`src/rtl/multicycle_ctrl.sv`:
```
// ============================================================================
// Module   : multicycle_ctrl
// Brief    : Main sequencing FSM for the multicycle fibcore datapath.
//            Optional macro PERF_CNT_EN adds cycle_cnt/instret_cnt outputs.
// Revision : 1.0 - initial release
// ============================================================================
`default_nettype none

module multicycle_ctrl #(
  parameter int MEM_TIMEOUT = 255
) (
  input  logic        clk,
  input  logic        rstn,
  input  logic [6:0]  opcode,
  input  logic [2:0]  funct3,
  input  logic        zero,
  input  logic        mem_ready,
  output logic        mem_req,
  output logic        mem_we,
  output logic        adr_src,
  output logic        ir_write,
  output logic        pc_write,
  output logic        reg_write,
  output logic [1:0]  result_src,
  output logic [1:0]  alu_src_a,
  output logic [1:0]  alu_src_b,
  output logic [1:0]  alu_op,
  output logic [1:0]  imm_src,
  output logic        retire,
  output logic        trap,
  output logic        bus_err
`ifdef PERF_CNT_EN
  ,
  output logic [31:0] cycle_cnt,
  output logic [31:0] instret_cnt
`endif
);

  localparam logic [6:0] c_op_load   = 7'b0000011;
  localparam logic [6:0] c_op_store  = 7'b0100011;
  localparam logic [6:0] c_op_alur   = 7'b0110011;
  localparam logic [6:0] c_op_alui   = 7'b0010011;
  localparam logic [6:0] c_op_branch = 7'b1100011;
  localparam logic [6:0] c_op_jal    = 7'b1101111;

  localparam int c_cnt_w = (MEM_TIMEOUT > 1) ? $clog2(MEM_TIMEOUT + 1) : 1;
  // Compare against the pre-increment count: the cycle the count would reach the limit.
  localparam logic [c_cnt_w-1:0] c_limit = c_cnt_w'((MEM_TIMEOUT > 0) ? MEM_TIMEOUT - 1 : 0);

  typedef enum logic [3:0] {
    S_IDLE   = 4'd0,
    S_FETCH  = 4'd1,
    S_DECODE = 4'd2,
    S_MEMADR = 4'd3,
    S_MEMRD  = 4'd4,
    S_MEMWB  = 4'd5,
    S_MEMWR  = 4'd6,
    S_EXER   = 4'd7,
    S_EXEI   = 4'd8,
    S_ALUWB  = 4'd9,
    S_BRANCH = 4'd10,
    S_JAL    = 4'd11,
    S_TRAP   = 4'd12
  } state_t;

  typedef struct packed {
    logic       mem_req;
    logic       mem_we;
    logic       adr_src;
    logic       reg_write;
    logic [1:0] result_src;
    logic [1:0] alu_src_a;
    logic [1:0] alu_src_b;
    logic [1:0] alu_op;
  } ctrl_t;

  function automatic ctrl_t decode_ctrl(input state_t s);
    ctrl_t c;
    c = '0;
    case (s)
      S_FETCH:  begin c.mem_req = 1'b1; c.alu_src_b = 2'b10; c.result_src = 2'b10; end
      S_DECODE: begin c.alu_src_a = 2'b01; c.alu_src_b = 2'b01; end
      S_MEMADR: begin c.alu_src_a = 2'b10; c.alu_src_b = 2'b01; end
      S_MEMRD:  begin c.mem_req = 1'b1; c.adr_src = 1'b1; end
      S_MEMWB:  begin c.result_src = 2'b01; c.reg_write = 1'b1; end
      S_MEMWR:  begin c.mem_req = 1'b1; c.mem_we = 1'b1; c.adr_src = 1'b1; end
      S_EXER:   begin c.alu_src_a = 2'b10; c.alu_op = 2'b10; end
      S_EXEI:   begin c.alu_src_a = 2'b10; c.alu_src_b = 2'b01; c.alu_op = 2'b10; end
      S_ALUWB:  c.reg_write = 1'b1;
      S_BRANCH: begin c.alu_src_a = 2'b10; c.alu_op = 2'b01; end
      S_JAL:    begin c.alu_src_a = 2'b01; c.alu_src_b = 2'b10; end
      default:  c = '0;
    endcase
    return c;
  endfunction

  state_t             r_state;
  state_t             w_next;
  ctrl_t              r_ctrl;
  logic [c_cnt_w-1:0] r_wait_cnt;
  logic               r_trap;
  logic               r_bus_err;
  logic               w_mem_state;
  logic               w_timeout;
  logic               w_retire;

  always_comb begin
    w_mem_state = (r_state == S_FETCH) || (r_state == S_MEMRD) || (r_state == S_MEMWR);
    w_timeout   = (MEM_TIMEOUT != 0) && w_mem_state && !mem_ready && (r_wait_cnt == c_limit);
    w_next      = r_state;
    case (r_state)
      S_IDLE:   w_next = S_FETCH;
      S_FETCH:  if (mem_ready) w_next = S_DECODE;
                else if (w_timeout) w_next = S_TRAP;
      S_DECODE: begin
        if ((opcode == c_op_load) || (opcode == c_op_store)) w_next = S_MEMADR;
        else if (opcode == c_op_alur) w_next = S_EXER;
        else if (opcode == c_op_alui) w_next = S_EXEI;
        else if ((opcode == c_op_branch) && (funct3[2:1] == 2'b00)) w_next = S_BRANCH;
        else if (opcode == c_op_jal) w_next = S_JAL;
        else w_next = S_TRAP;
      end
      S_MEMADR: w_next = (opcode == c_op_store) ? S_MEMWR : S_MEMRD;
      S_MEMRD:  if (mem_ready) w_next = S_MEMWB;
                else if (w_timeout) w_next = S_TRAP;
      S_MEMWB:  w_next = S_FETCH;
      S_MEMWR:  if (mem_ready) w_next = S_FETCH;
                else if (w_timeout) w_next = S_TRAP;
      S_EXER:   w_next = S_ALUWB;
      S_EXEI:   w_next = S_ALUWB;
      S_ALUWB:  w_next = S_FETCH;
      S_BRANCH: w_next = S_FETCH;
      S_JAL:    w_next = S_ALUWB;
      S_TRAP:   w_next = S_TRAP;
      default:  w_next = S_TRAP;
    endcase
  end

  // Registered strobes are decoded from the next state so they line up with r_state.
  always_ff @(posedge clk or negedge rstn) begin
    if (!rstn) begin
      r_state     <= S_IDLE;
      r_ctrl      <= '0;
      r_wait_cnt  <= '0;
      r_trap      <= 1'b0;
      r_bus_err   <= 1'b0;
`ifdef PERF_CNT_EN
      cycle_cnt   <= '0;
      instret_cnt <= '0;
`endif
    end else begin
      r_state <= w_next;
      r_ctrl  <= decode_ctrl(w_next);
      if (w_next != r_state)
        r_wait_cnt <= '0;
      else if (w_mem_state && !mem_ready)
        r_wait_cnt <= r_wait_cnt + 1'b1;
      if (w_next == S_TRAP) r_trap <= 1'b1;
      if (w_timeout) r_bus_err <= 1'b1;
`ifdef PERF_CNT_EN
      if (r_state != S_TRAP) cycle_cnt <= cycle_cnt + 32'd1;
      if (w_retire) instret_cnt <= instret_cnt + 32'd1;
`endif
    end
  end

  always_comb begin
    imm_src = 2'b00;
    if (r_state == S_DECODE)
      imm_src = (opcode == c_op_jal) ? 2'b11 : 2'b10;
    else if ((r_state == S_MEMADR) && (opcode == c_op_store))
      imm_src = 2'b01;
  end

  assign w_retire   = (r_state == S_MEMWB) || (r_state == S_ALUWB) || (r_state == S_BRANCH) ||
                      ((r_state == S_MEMWR) && mem_ready);
  assign ir_write   = (r_state == S_FETCH) && mem_ready;
  assign pc_write   = ((r_state == S_FETCH) && mem_ready) || (r_state == S_JAL) ||
                      ((r_state == S_BRANCH) && (funct3[0] ? !zero : zero));
  assign retire     = w_retire;
  assign mem_req    = r_ctrl.mem_req;
  assign mem_we     = r_ctrl.mem_we;
  assign adr_src    = r_ctrl.adr_src;
  assign reg_write  = r_ctrl.reg_write;
  assign result_src = r_ctrl.result_src;
  assign alu_src_a  = r_ctrl.alu_src_a;
  assign alu_src_b  = r_ctrl.alu_src_b;
  assign alu_op     = r_ctrl.alu_op;
  assign trap       = r_trap;
  assign bus_err    = r_bus_err;

endmodule

`default_nettype wire

```
`config.mk`:
```
export PLATFORM = sky130hd
export DESIGN_NAME = multicycle_ctrl
export DESIGN_NICKNAME = d
export VERILOG_FILES = /design/src/rtl/multicycle_ctrl.sv
export SDC_FILE = /design/constraint.sdc
export NUM_CORES = 1
export LEC_CHECK = 0
export CAP_MARGIN = 20
export CELL_PAD_IN_SITES_DETAIL_PLACEMENT = 2
export CELL_PAD_IN_SITES_GLOBAL_PLACEMENT = 2
export CORE_MARGIN = 2
export CORE_UTILIZATION = 30
export DETAILED_ROUTE_END_ITERATION = 6
export GPL_TIMING_DRIVEN = 0
export PLACE_DENSITY_LB_ADDON = 0.12
export SLEW_MARGIN = 5
export SYNTH_ARGS = -nofsm -noshare
export SYNTH_HDL_FRONTEND = slang
export SYNTH_SLANG_ARGS = --single-unit
```
`constraint.sdc`:
```
create_clock -name clk -period 3.2 [get_ports clk]
set_input_delay 0.64 -clock clk [delete_from_list [all_inputs] [get_ports clk]]
set_output_delay 0.64 -clock clk [all_outputs]
set_load 0.1 [all_outputs]
```
==> impl_metrics.toml <==
[run_status]
status = "finished, final reports clean"

[floorplanning]
die_w_um = 75.5
die_h_um = 75.5
io_pins = 33
die_area_um2 = 5690
core_um2 = 5010
start_util = 0.306
row_count = 26

[critical_path]
crit_chain = "clkbuf_1, nand2b_1, or4_1, o31ai_2, buf_2"
critPathMaxStageDelay_ps = 550
crit_family = "buffers and inverters"
critPathRequiredTime_ps = 2560
critPathMaxFanout = 10
start_kind = "register"
reg2reg_depth = 8
cp.depth = 5
cp_slowest_cell = "or4_1"
worstSetupPathType = "reg -> out"
worstSetupEndpointType = "primary output"
cp_num_buf_inv = 2
arrival_ps = 2430
r2r_setup_slack_ps = 670

[synth]
yosys_warnings = 0
synth_edf_count = 0
synth_xor_area_frac = 0.0400
synthAdderAreaFrac = 0.0163
synthMuxAreaShare = 0
ys.flop_type = "dfrtp_1"
synth_nets = 182
netlist_area_um2 = 1530
avgSynthCellArea_um2 = 9.23
synthDistinctLibCells = 47
synthArstFlopShare = 1.00
synth_compound_area_frac = 0.208
ys_ff_latch = 26
synth-simple-area-share = 0.262
synth_top_family_by_area = "simple AND/OR/NAND/NOR gates"
seq_area_frac_synth = 0.425
synth_cells = 166

[clocking]
cts.sinks = 26
cts.path.max_buffers = 2
clock_latency_ps = 270
h-tree-depth = 1
cts_tree = "built"
ctsHoldBuffers = 0
clk_pin_slew_ps = 90
cts_buffers = 3
cts_root_buf = "clkbuf_8"

[timing]
slew_violations = 0
fin_skew_ps = 5.06
tns_ps = 0
fmax_mhz = 326
setup_violations = 0
worstMarginPinSlew_ps = 986
setup_slack_ps = 130
rsz0062_at_grt = "no"
layout_min_cycle_time_ps = 3070
final.period_utilization = 0.959
hold_violations = 0
max_slew_margin = 0.341

[min_path]
hold_path.class = "reg -> reg"
holdPathStages = 1

[grt]
grt_pass1_vias = 1472
grt_pass1_wl_mm = 7.29
grt-ovfl-total = 0
grt_antenna_before_repair = 0
grt_usage = 0.169
grt_max_degree = 21

[final_layout]
synthToLayoutAreaGrowth_pct = 31.0
num-nets-final = 219
n_antenna_cell = 0
stdcell_count = 272
drive_above_1_share = 0.119
layout_common_cells = "dfrtp_1, clkdlybuf4s50_1, nand2_1"

[route]
via_per_inst = 5.13
first_pass_iters = 4
wl_mm = 4.42
vias = 1395
routedWlPerCell_um = 16.3
drc = 0
drt_iter0_markers = 53
ant_nets = 0

[flow_run]
cap_violations = 0

[power_and_ir_drop]
power_density_nw_per_um2 = 318
total_power_uw = 639
irDropWorstVdd_mv = 0.184
total_leakage_power_nw = 0.852

[placement]
dp_hpwl_mm = 3.39
dp.cells = 268
dp_slack_ps = -664
place.gp.congestion = 0.774
port_buffers = 31
==> cell usage after synthesis, types with 2 or more instances <==
master / count / share of area
xor2_1: 3 / 0.017
nand4_1: 2 / 0.0082
o21a_1: 3 / 0.015
dfrtp_1: 26 / 0.42
o21ai_0: 3 / 0.0098
or4_1: 3 / 0.015
or3_1: 2 / 0.0082
nand2b_1: 10 / 0.041
clkbuf_1: 2 / 0.0049
nand3b_1: 3 / 0.015
a211oi_1: 4 / 0.020
a21o_1: 5 / 0.025
or3b_1: 2 / 0.011
o31ai_1: 3 / 0.015
inv_1: 7 / 0.017
buf_2: 5 / 0.016
a21oi_1: 13 / 0.042
nand2_1: 17 / 0.042
ha_1: 2 / 0.016
xnor2_1: 4 / 0.023
nor3_1: 9 / 0.029
nor2_1: 13 / 0.032
==> cell families (layout without fill, tap and decap cells) <==
kind of cell	after synthesis	count (layout)
AOI/OAI and AO/OA	43	43
and+or+nand+nor	72	72
xor gates and xnor gates	7	7
DFF	26	26
adders and majority gates	2	2
buffers and inverters	16	52
==> report_power, final <==
group          switching (mW)  leakage, nW  internal, mW  total [mW]
combinational          0.0178        0.468        0.0185      0.0363
clock                   0.107       0.0357         0.167       0.274
sequential                  0        0.348         0.328       0.328
total                   0.124        0.852         0.514       0.639
==> final cells by class <==
class                   instances  area [µm²]
flip-flops and latches         26         651
multi-input cells             124         815
well taps                      70        87.6
inverters                       7        26.3
plain buffers                   9        47.5
repair buffers                 32         308
clock buffers                   3        41.3
clock inverters                 1        30.0
fillers                       564        3000
==> repair_timing <==
action	CTS	global route
setup endpoints to repair	5	5
setup buffers	0	0
gates resized for setup	15	6
==> metal layers <==
metal  track usage  wire, µm
met5             0         0
met4        0.0429        47
met3        0.0344       150
met2         0.294      2230
met1         0.213      1990
==> sequential cells by signal (all words and copies together), names as in the netlist <==
| name | cells |
|---|---|
| adr_src | 1 |
| alu_op | 2 |
| alu_src_a | 2 |
| alu_src_b | 2 |
| bus_err | 1 |
| mem_req | 1 |
| mem_we | 1 |
| r_state | 4 |
| r_wait_cnt | 8 |
| reg_write | 1 |
| result_src | 2 |
| trap | 1 |
==> worst reg2reg max path: cells and delay by family (launching register included) <==
| family | cells | cell delay [ps] |
|---|---|---|
| buffers and inverters | 2 | 330 |
| and+or+nand+nor | 3 | 780 |
| DFF | 1 | 380 |
| AOI/OAI and AO/OA | 3 | 900 |
==> metrics by stage <==
step | hold slack [ps] | utilization | area (µm²)
CTS | 486 | 0.403 | 2020
floorplan | 344 | - | 1540
detailed placement | 463 | 0.390 | 1950
global route | 504 | 0.400 | 2010
finish | 482 | 0.400 | 2010
global placement | 446 | 0.387 | 1940
==> path summary, 6_finish.rpt <==
kind                             from             to
max                        r_state[0]       pc_write
min                              trap           trap
max reg2reg                r_state[3]   alu_src_a[1]
min reg2reg                      trap           trap
max in group asynchronous        rstn   alu_src_a[0]
min in group asynchronous        rstn  result_src[0]
Note: power is estimated with default switching activity, not from simulation.
